File: src/rtl/regfile_writeback.sv
// Register-file writeback stage: ALU, link and formatted load results, one in flight at a time.
// Build option: define REGFILE_WB_FORWARD_EN to forward the WRITE-cycle value to the decode stage.
module regfile_writeback (
  input  logic        clock,
  input  logic        reset,
  input  logic        in_valid,
  output logic        in_ready,
  input  logic [4:0]  in_rd,
  input  logic [1:0]  in_wb_sel,
  input  logic [31:0] in_alu_result,
  input  logic [31:0] in_pc,
  input  logic [2:0]  in_funct3,
  input  logic [1:0]  in_byte_off,
  input  logic        mem_rvalid,
  input  logic [31:0] mem_rdata,
  output logic        RegWrite,
  output logic [4:0]  rd,
  output logic [31:0] write_data,
  input  logic [4:0]  rs1,
  input  logic [4:0]  rs2,
  output logic        hazard1,
  output logic        hazard2,
  output logic        fwd_valid1,
  output logic        fwd_valid2,
  output logic [31:0] fwd_data1,
  output logic [31:0] fwd_data2
);

  typedef enum logic [1:0] {IDLE, WAIT_MEM, WRITE} state_t;

  localparam logic [1:0] SEL_ALU  = 2'b00;
  localparam logic [1:0] SEL_LOAD = 2'b01;
  localparam logic [1:0] SEL_LINK = 2'b10;

  state_t      state_q, state_d;
  logic        pend_valid_q, pend_valid_d;
  logic [4:0]  pend_rd_q, pend_rd_d;
  logic [4:0]  rd_q, rd_d;
  logic [31:0] wdata_q, wdata_d;
  logic [2:0]  funct3_q, funct3_d;
  logic [1:0]  off_q, off_d;

  function automatic logic [31:0] load_format(input logic [2:0] f3,
                                              input logic [1:0] off,
                                              input logic [31:0] w);
    logic [7:0]  b;
    logic [15:0] h;
    case (off)
      2'd0:    b = w[7:0];
      2'd1:    b = w[15:8];
      2'd2:    b = w[23:16];
      default: b = w[31:24];
    endcase
    h = off[1] ? w[31:16] : w[15:0];
    case (f3)
      3'b000:  load_format = {{24{b[7]}}, b};
      3'b100:  load_format = {24'd0, b};
      3'b001:  load_format = {{16{h[15]}}, h};
      3'b101:  load_format = {16'd0, h};
      default: load_format = w;
    endcase
  endfunction

  always_comb begin
    state_d      = state_q;
    pend_valid_d = pend_valid_q;
    pend_rd_d    = pend_rd_q;
    rd_d         = rd_q;
    wdata_d      = wdata_q;
    funct3_d     = funct3_q;
    off_d        = off_q;
    case (state_q)
      IDLE: begin
        if (in_valid) begin
          case (in_wb_sel)
            SEL_ALU, SEL_LINK: begin
              if (in_rd != 5'd0) begin
                rd_d         = in_rd;
                wdata_d      = (in_wb_sel == SEL_ALU) ? in_alu_result : in_pc + 32'd4;
                pend_valid_d = 1'b1;
                pend_rd_d    = in_rd;
                state_d      = WRITE;
              end
            end
            SEL_LOAD: begin
              // A load to x0 still has to consume its memory response.
              rd_d         = in_rd;
              funct3_d     = in_funct3;
              off_d        = in_byte_off;
              pend_valid_d = (in_rd != 5'd0);
              pend_rd_d    = in_rd;
              state_d      = WAIT_MEM;
            end
            default: ;
          endcase
        end
      end
      WAIT_MEM: begin
        if (mem_rvalid) begin
          if (rd_q != 5'd0) begin
            wdata_d = load_format(funct3_q, off_q, mem_rdata);
            state_d = WRITE;
          end else begin
            state_d = IDLE;
          end
        end
      end
      WRITE: begin
        pend_valid_d = 1'b0;
        state_d      = IDLE;
      end
      default: state_d = IDLE;
    endcase
  end

  always_ff @(posedge clock or posedge reset) begin
    if (reset) begin
      state_q      <= IDLE;
      pend_valid_q <= 1'b0;
      pend_rd_q    <= 5'd0;
      rd_q         <= 5'd0;
      wdata_q      <= 32'd0;
      funct3_q     <= 3'd0;
      off_q        <= 2'd0;
    end else begin
      state_q      <= state_d;
      pend_valid_q <= pend_valid_d;
      pend_rd_q    <= pend_rd_d;
      rd_q         <= rd_d;
      wdata_q      <= wdata_d;
      funct3_q     <= funct3_d;
      off_q        <= off_d;
    end
  end

  assign in_ready   = (state_q == IDLE);
  assign RegWrite   = (state_q == WRITE);
  assign rd         = rd_q;
  assign write_data = wdata_q;

  logic pend_hit1, pend_hit2;
  assign pend_hit1 = pend_valid_q && (rs1 != 5'd0) && (pend_rd_q == rs1);
  assign pend_hit2 = pend_valid_q && (rs2 != 5'd0) && (pend_rd_q == rs2);

`ifdef REGFILE_WB_FORWARD_EN
  assign fwd_valid1 = (state_q == WRITE) && (rs1 != 5'd0) && (rs1 == rd_q);
  assign fwd_valid2 = (state_q == WRITE) && (rs2 != 5'd0) && (rs2 == rd_q);
  assign fwd_data1  = fwd_valid1 ? wdata_q : 32'd0;
  assign fwd_data2  = fwd_valid2 ? wdata_q : 32'd0;
  assign hazard1    = pend_hit1 && !fwd_valid1;
  assign hazard2    = pend_hit2 && !fwd_valid2;
`else
  assign fwd_valid1 = 1'b0;
  assign fwd_valid2 = 1'b0;
  assign fwd_data1  = 32'd0;
  assign fwd_data2  = 32'd0;
  assign hazard1    = pend_hit1;
  assign hazard2    = pend_hit2;
`endif

endmodule

File: config.mk
export PLATFORM = sky130hd
export DESIGN_NAME = regfile_writeback
export DESIGN_NICKNAME = d
export VERILOG_FILES = /design/src/rtl/regfile_writeback.sv
export SDC_FILE = /design/constraint.sdc
export NUM_CORES = 1
export LEC_CHECK = 0
export CAP_MARGIN = 20
export CORE_MARGIN = 2
export CORE_UTILIZATION = 39
export CTS_CLUSTER_DIAMETER = 40
export DETAILED_ROUTE_END_ITERATION = 10
export PLACE_DENSITY = 0.82
export SYNTH_ARGS = -nofsm -noshare
export SYNTH_HDL_FRONTEND = slang
export SYNTH_SLANG_ARGS = --single-unit
File: constraint.sdc
create_clock -name clock -period 2.5 [get_ports clock]
set_input_delay 0.75 -clock clock [delete_from_list [all_inputs] [get_ports clock]]
set_output_delay 0.75 -clock clock [all_outputs]
set_load 0.03 [all_outputs]
== Yosys cells after proc, flatten, opt, wreduce, memory -nomap -nowiden ==
Cells that the tools add are included.
Operators by class
  add/subtract/negate cells: 1
  equal/unequal tests: 19
  mux-type cells: 22
  reduce and logical (&&, ||, !) cells: 21
Operators with widths (number)
  $mux W32: 6
  $pmux W32 S4: 1
  $pmux W32 S2: 1
  $add A32 B3 Y32 const B: 1
  $pmux W8 S3: 1
  $reduce_bool A5 Y1: 4
  $mux W16: 1
  $reduce_and A4 Y1: 3
  $eq A5 B5 Y1: 2
  $pmux W5 S2: 1
  $mux W2: 4
  $ne A2 B2 Y1 const B: 4
  $pmux W2 S2: 2
  $eq A2 B1 Y1 const B: 3
  $eq A2 B2 Y1 const B: 3
  $eq A3 B3 Y1 const B: 2
  $logic_not A2 Y1: 3
  $reduce_and A6 Y1: 1
  $reduce_bool A2 Y1: 3
  $mux W5: 1
  $logic_and A1 B1 Y1: 4
  $ne A2 B1 Y1 const B: 2
  $pmux W1 S2: 2
  $eq A3 B1 Y1 const B: 1
  6 further kinds: 7
Word-level totals
  flip-flop bits (word level): 45
  bits of input ports: 122
  output and inout port bits: 107

== Depth between registers and ports, before layout ==
  depth in word-level cells: 6
  mapped depth: 8
  mapped depth without buffers: 7

== Worst setup path before layout ==
Ideal clock, no wire load.
  path kind: input to register
  from: input port in_wb_sel[0]
  to: register wdata_q[10] (netlist: write_data[10])
  setup time: 0.126 ns
  arrival: 2.231 ns
  setup slack: 0.143 ns
  stages on the path: 6
  path buffers: 2
  path through: buf_2 or4b_4 a21oi_4 and2b_4 buf_6 a221o_1
Between the ends
  word-level cells in the longest chain between the ends: 6
RTL lines
  from (decl): RTL line 9  | input logic [1:0] in_wb_sel,
  $logic_not A2 Y1: RTL line 75, 79
  $mux W32: RTL line 79  | wdata_d = (in_wb_sel == SEL_ALU) ? in_alu_result : in_pc + 32'd4;
  $mux W32: RTL line 77  | if (in_rd != 5'd0) begin
  $mux W32: RTL line 75  | case (in_wb_sel)
  $mux W32: RTL line 74  | if (in_valid) begin
  $pmux W32 S2: RTL line 72  | case (state_q)
  to (signal assigned): RTL line 130  | wdata_q <= wdata_d;
  to (decl): RTL line 39  | logic [31:0] wdata_q, wdata_d;
Parallel ways exist; a longest one is shown, timed or not. The select of a mux whose other input is x is not followed.
A chain may end at the register's enable or synchronous reset.

== Worst setup path in the final report ==
  from: input port rs1[0]
  to: output port hazard1
Between the ends
  word-level cells in the longest chain between the ends: 3
RTL lines
  from (decl): RTL line 19  | input logic [4:0] rs1,
  $reduce_bool A5 Y1: RTL line 142  | assign pend_hit1 = pend_valid_q && (rs1 != 5'd0) && (pend_rd_q == rs1);
  $logic_and A1 B1 Y1: RTL line 142
  $logic_and A1 B1 Y1 (*): RTL line 142
  to (decl): RTL line 21  | output logic hazard1,
Mark *: on every way between the ends. The rest lies on a longest branch, timed or not.

==> results.txt <==
Status -> complete, but fails checks
Failing checks -> negative setup slack
Setup violators final -> 1
Area contributors post-synth -> dfrtp_1 28%, buf_4 13%, nand2_1 7.4%
Largest net degree at the start of global routing -> 21
Post-DP HPWL -> 12,200 um
CP required -> 1.75 ns
Period utilization -> 1.01
Final net count -> 848
Critical Path Max Stage Delay -> 0.24 ns
Drt initial violations -> 343
Max-Cap Viols -> 0
Placer congestion estimate -> 0.959
Residual DRC -> 0
TritonCTS clock tree -> done
I/O pins -> 229
Worst EP arrival -> 1.76 ns
Worst Min Path Start -> write_data[16]
Fmax -> 0.398 GHz
TritonCTS sink count -> 45
Multi-input logic area -> 2510 um^2
Die area -> 11,000 um^2
Distinct cell type count after synthesis -> 62
Die width -> 105 um
Setup_tns -> -0.0135 ns
Worst clock skew -> 0.0122 ns
Routed WL per cell -> 17.2 um
Most common cell after layout, fill and taps aside -> clkdlybuf4s50_1
FP Rows -> 36
CTS Buf Count -> 5
CP Launch Type -> input port
Maximum root-to-sink buffer count -> 2
Core area -> 9860 um^2
Total power per unit cell area -> 621 nW/um^2
Beginning of the worst register-to-register path -> rd[0]
Post-route ant nets -> 0
CP Class -> input port to primary output
Worst relative slew slack -> 0.611
GRT Residual Overflow -> 0
P_leak -> 2.68 nW
Post-synth top flop -> dfrtp_1
Clk Latency, worst-skew pair -> 0.31 ns
Area grow syn2layout -> 55.6%
Count of warnings emitted by yosys -> 0
Initial antenna violation count -> 1
Initial core utilization -> 0.404
Critical path's slowest cell -> clkdlybuf4s15_1
N_diodes -> 0
Mapped Cells -> 499
Slew @ Worst Pin -> 0.584 ns
Most frequent cells in the layout -> 149 x clkdlybuf4s50_1, 83 x buf_4, 79 x nand2_1, 66 x conb_1, 45 x dfrtp_1
Register Area -> 1130 um^2
Final core utilization -> 0.629
Pre-CTS setup slack -> -0.439 ns
Number of synthesized register bits -> 45
GRT Total Usage -> 0.262
Asr flop ratio synth -> 1.00
Register area share after synthesis -> 0.282
RSZ-0062 raised after global routing -> yes
DR vias/cell -> 5.37
Placed Area -> 6020 um^2
Synth top area share -> 0.282
Total power -> 3.85 mW
Global-route wire length before repair -> 23,000 um
Synth Area per Inst -> 7.99 um^2
Die Y -> 105 um
CTS H-tree lvls -> 2
Max-slew violation count -> 0
Final instance area -> 6200 um^2
Share of layout cells above drive strength 1 -> 0.192
Synth area leader -> dfrtp_1
Final Hold Fails -> 0
Initial DRT Pass Iterations -> 5
Number of buffers added on ports -> 162
FILL cells -> 839
Overall routed net length -> 14,800 um
Clock slew at reported path FFs -> 0.09 ns
EDFF count, synth -> 0
Clk root buf -> clkbuf_8
Vias -> 4,608
Post-Syn Area -> 3990 um^2
Worst vdd rail ir drop -> 0.000575 V
Setup crit start -> rs1[0]
Worst setup EP type -> primary output
CP cell instances -> clkdlybuf4s15_1, nor4_4, nor3_1, a21oi_1, nor4_1, and3_1, buf_6
Min Tclk post-route -> 2.51 ns
Worst setup margin -> -0.0135 ns
Maximum fanout along the worst path -> 2
Number of global-route vias before repair -> 4,431
Hold Crit Class -> flip-flop to flip-flop
[power breakdown]
group	leakage (nW)	switching (mW)	internal, mW
combinational	2.11	1.22	0.970
sequential	0.533	0.230	0.952
clock	0.0433	0.262	0.219
[synth_stat cells (2+ instances only)]
library cell,n
o22a_1,5
buf_1,2
nor2_1,35
buf_4,68
xnor2_1,11
buf_6,3
a21oi_1,21
nor2b_1,6
o221ai_1,13
o21ai_1,2
o211ai_1,7
and3_1,10
nand4_1,11
mux2i_1,2
nor4_1,9
o22ai_1,6
and4_1,2
a31oi_1,10
a22o_1,3
inv_1,8
clkbuf_1,16
a221o_1,5
xor2_1,19
buf_2,4
nand3_1,10
mux2_2,13
dfrtp_1,45
nor3_1,7
a221oi_1,6
nand2_1,79
nand2b_1,3
a21o_1,3
o21ai_0,26
[final timing paths]
| path | endpoint | slack [ns] | cells after the start |
|---|---|---|---|
| max in group asynchronous | write_data[7] | 1.31 | 3 |
| min in group asynchronous | write_data[19] | 0.68 | 2 |
| min reg2reg | write_data[16] | 0.48 | 2 |
| min | write_data[16] | 0.48 | 2 |
| max reg2reg | write_data[31] | 0.22 | 8 |
| max | hazard1 | -0.01 | 7 |
[cell type report]
type | count | share of cell area
Clock buffer | 6 | 0.0133
Multi-Input combinational cell | 417 | 0.405
Clock inverter | 1 | 0.00121
Inverter | 9 | 0.00585
Timing Repair Buffer | 247 | 0.366
Tap cell | 133 | 0.0268
Sequential cell | 45 | 0.182
[worst max-delay path, delay by kind of cell]
kind                   cells  cell delay, ns
AOI/OAI and AO/OA          1            0.06
buffers and inverters      2            0.37
and+or+nand+nor            4            0.60
[through the flow]
step | instances | hold WS, ns
3_5_place_dp | 848 | 0.464
3_3_place_gp | 848 | 0.459
5_1_grt | 858 | 0.523
6_report | 858 | 0.481
4_1_cts | 856 | 0.485
2_1_floorplan | 564 | 0.480
[registers in the layout (all words and copies together), names as in the netlist]
name	flops
pend_valid_q	1
state_q	2
rd	5
write_data	32
off_q	2
funct3_q	3
[routing by layer]
| layer | global-route usage | part of all wire | routed length (um) | up-vias |
|---|---|---|---|---|
| met5 | 0 | 0.0011 | 16 | - |
| met4 | 0.0695 | 0.021 | 308 | 2 |
| met3 | 0.0661 | 0.10 | 1490 | 29 |
| met2 | 0.440 | 0.48 | 7100 | 272 |
| met1 | 0.335 | 0.40 | 5890 | 2188 |
| li1 | - | - | - | 2117 |
[logic make-up (layout without fill, tap and decap cells)]
kind of cell	after synthesis	count (layout)	share of synthesized area
flip-flops	45	45	0.282
AO/OA/AOI/OAI	123	123	0.218
adder cells (fa/ha/maj)	1	1	0.00314
other	1	66	0.000940
multiplexers	16	16	0.0474
AND/OR/NAND/NOR	181	181	0.215
buffers and inverters	102	263	0.168
XOR/XNOR	30	30	0.0659
[timing repair]
| item | in CTS | in global routing |
|---|---|---|
| pin swaps | 9 | 5 |
| gates resized for setup | 35 | 23 |
| setup endpoints to repair | 7 | 15 |
| hold buffers | 0 | 0 |
| buffers inserted | 1 | 2 |
No activity file was read; power rests on OpenSTA's default activity.
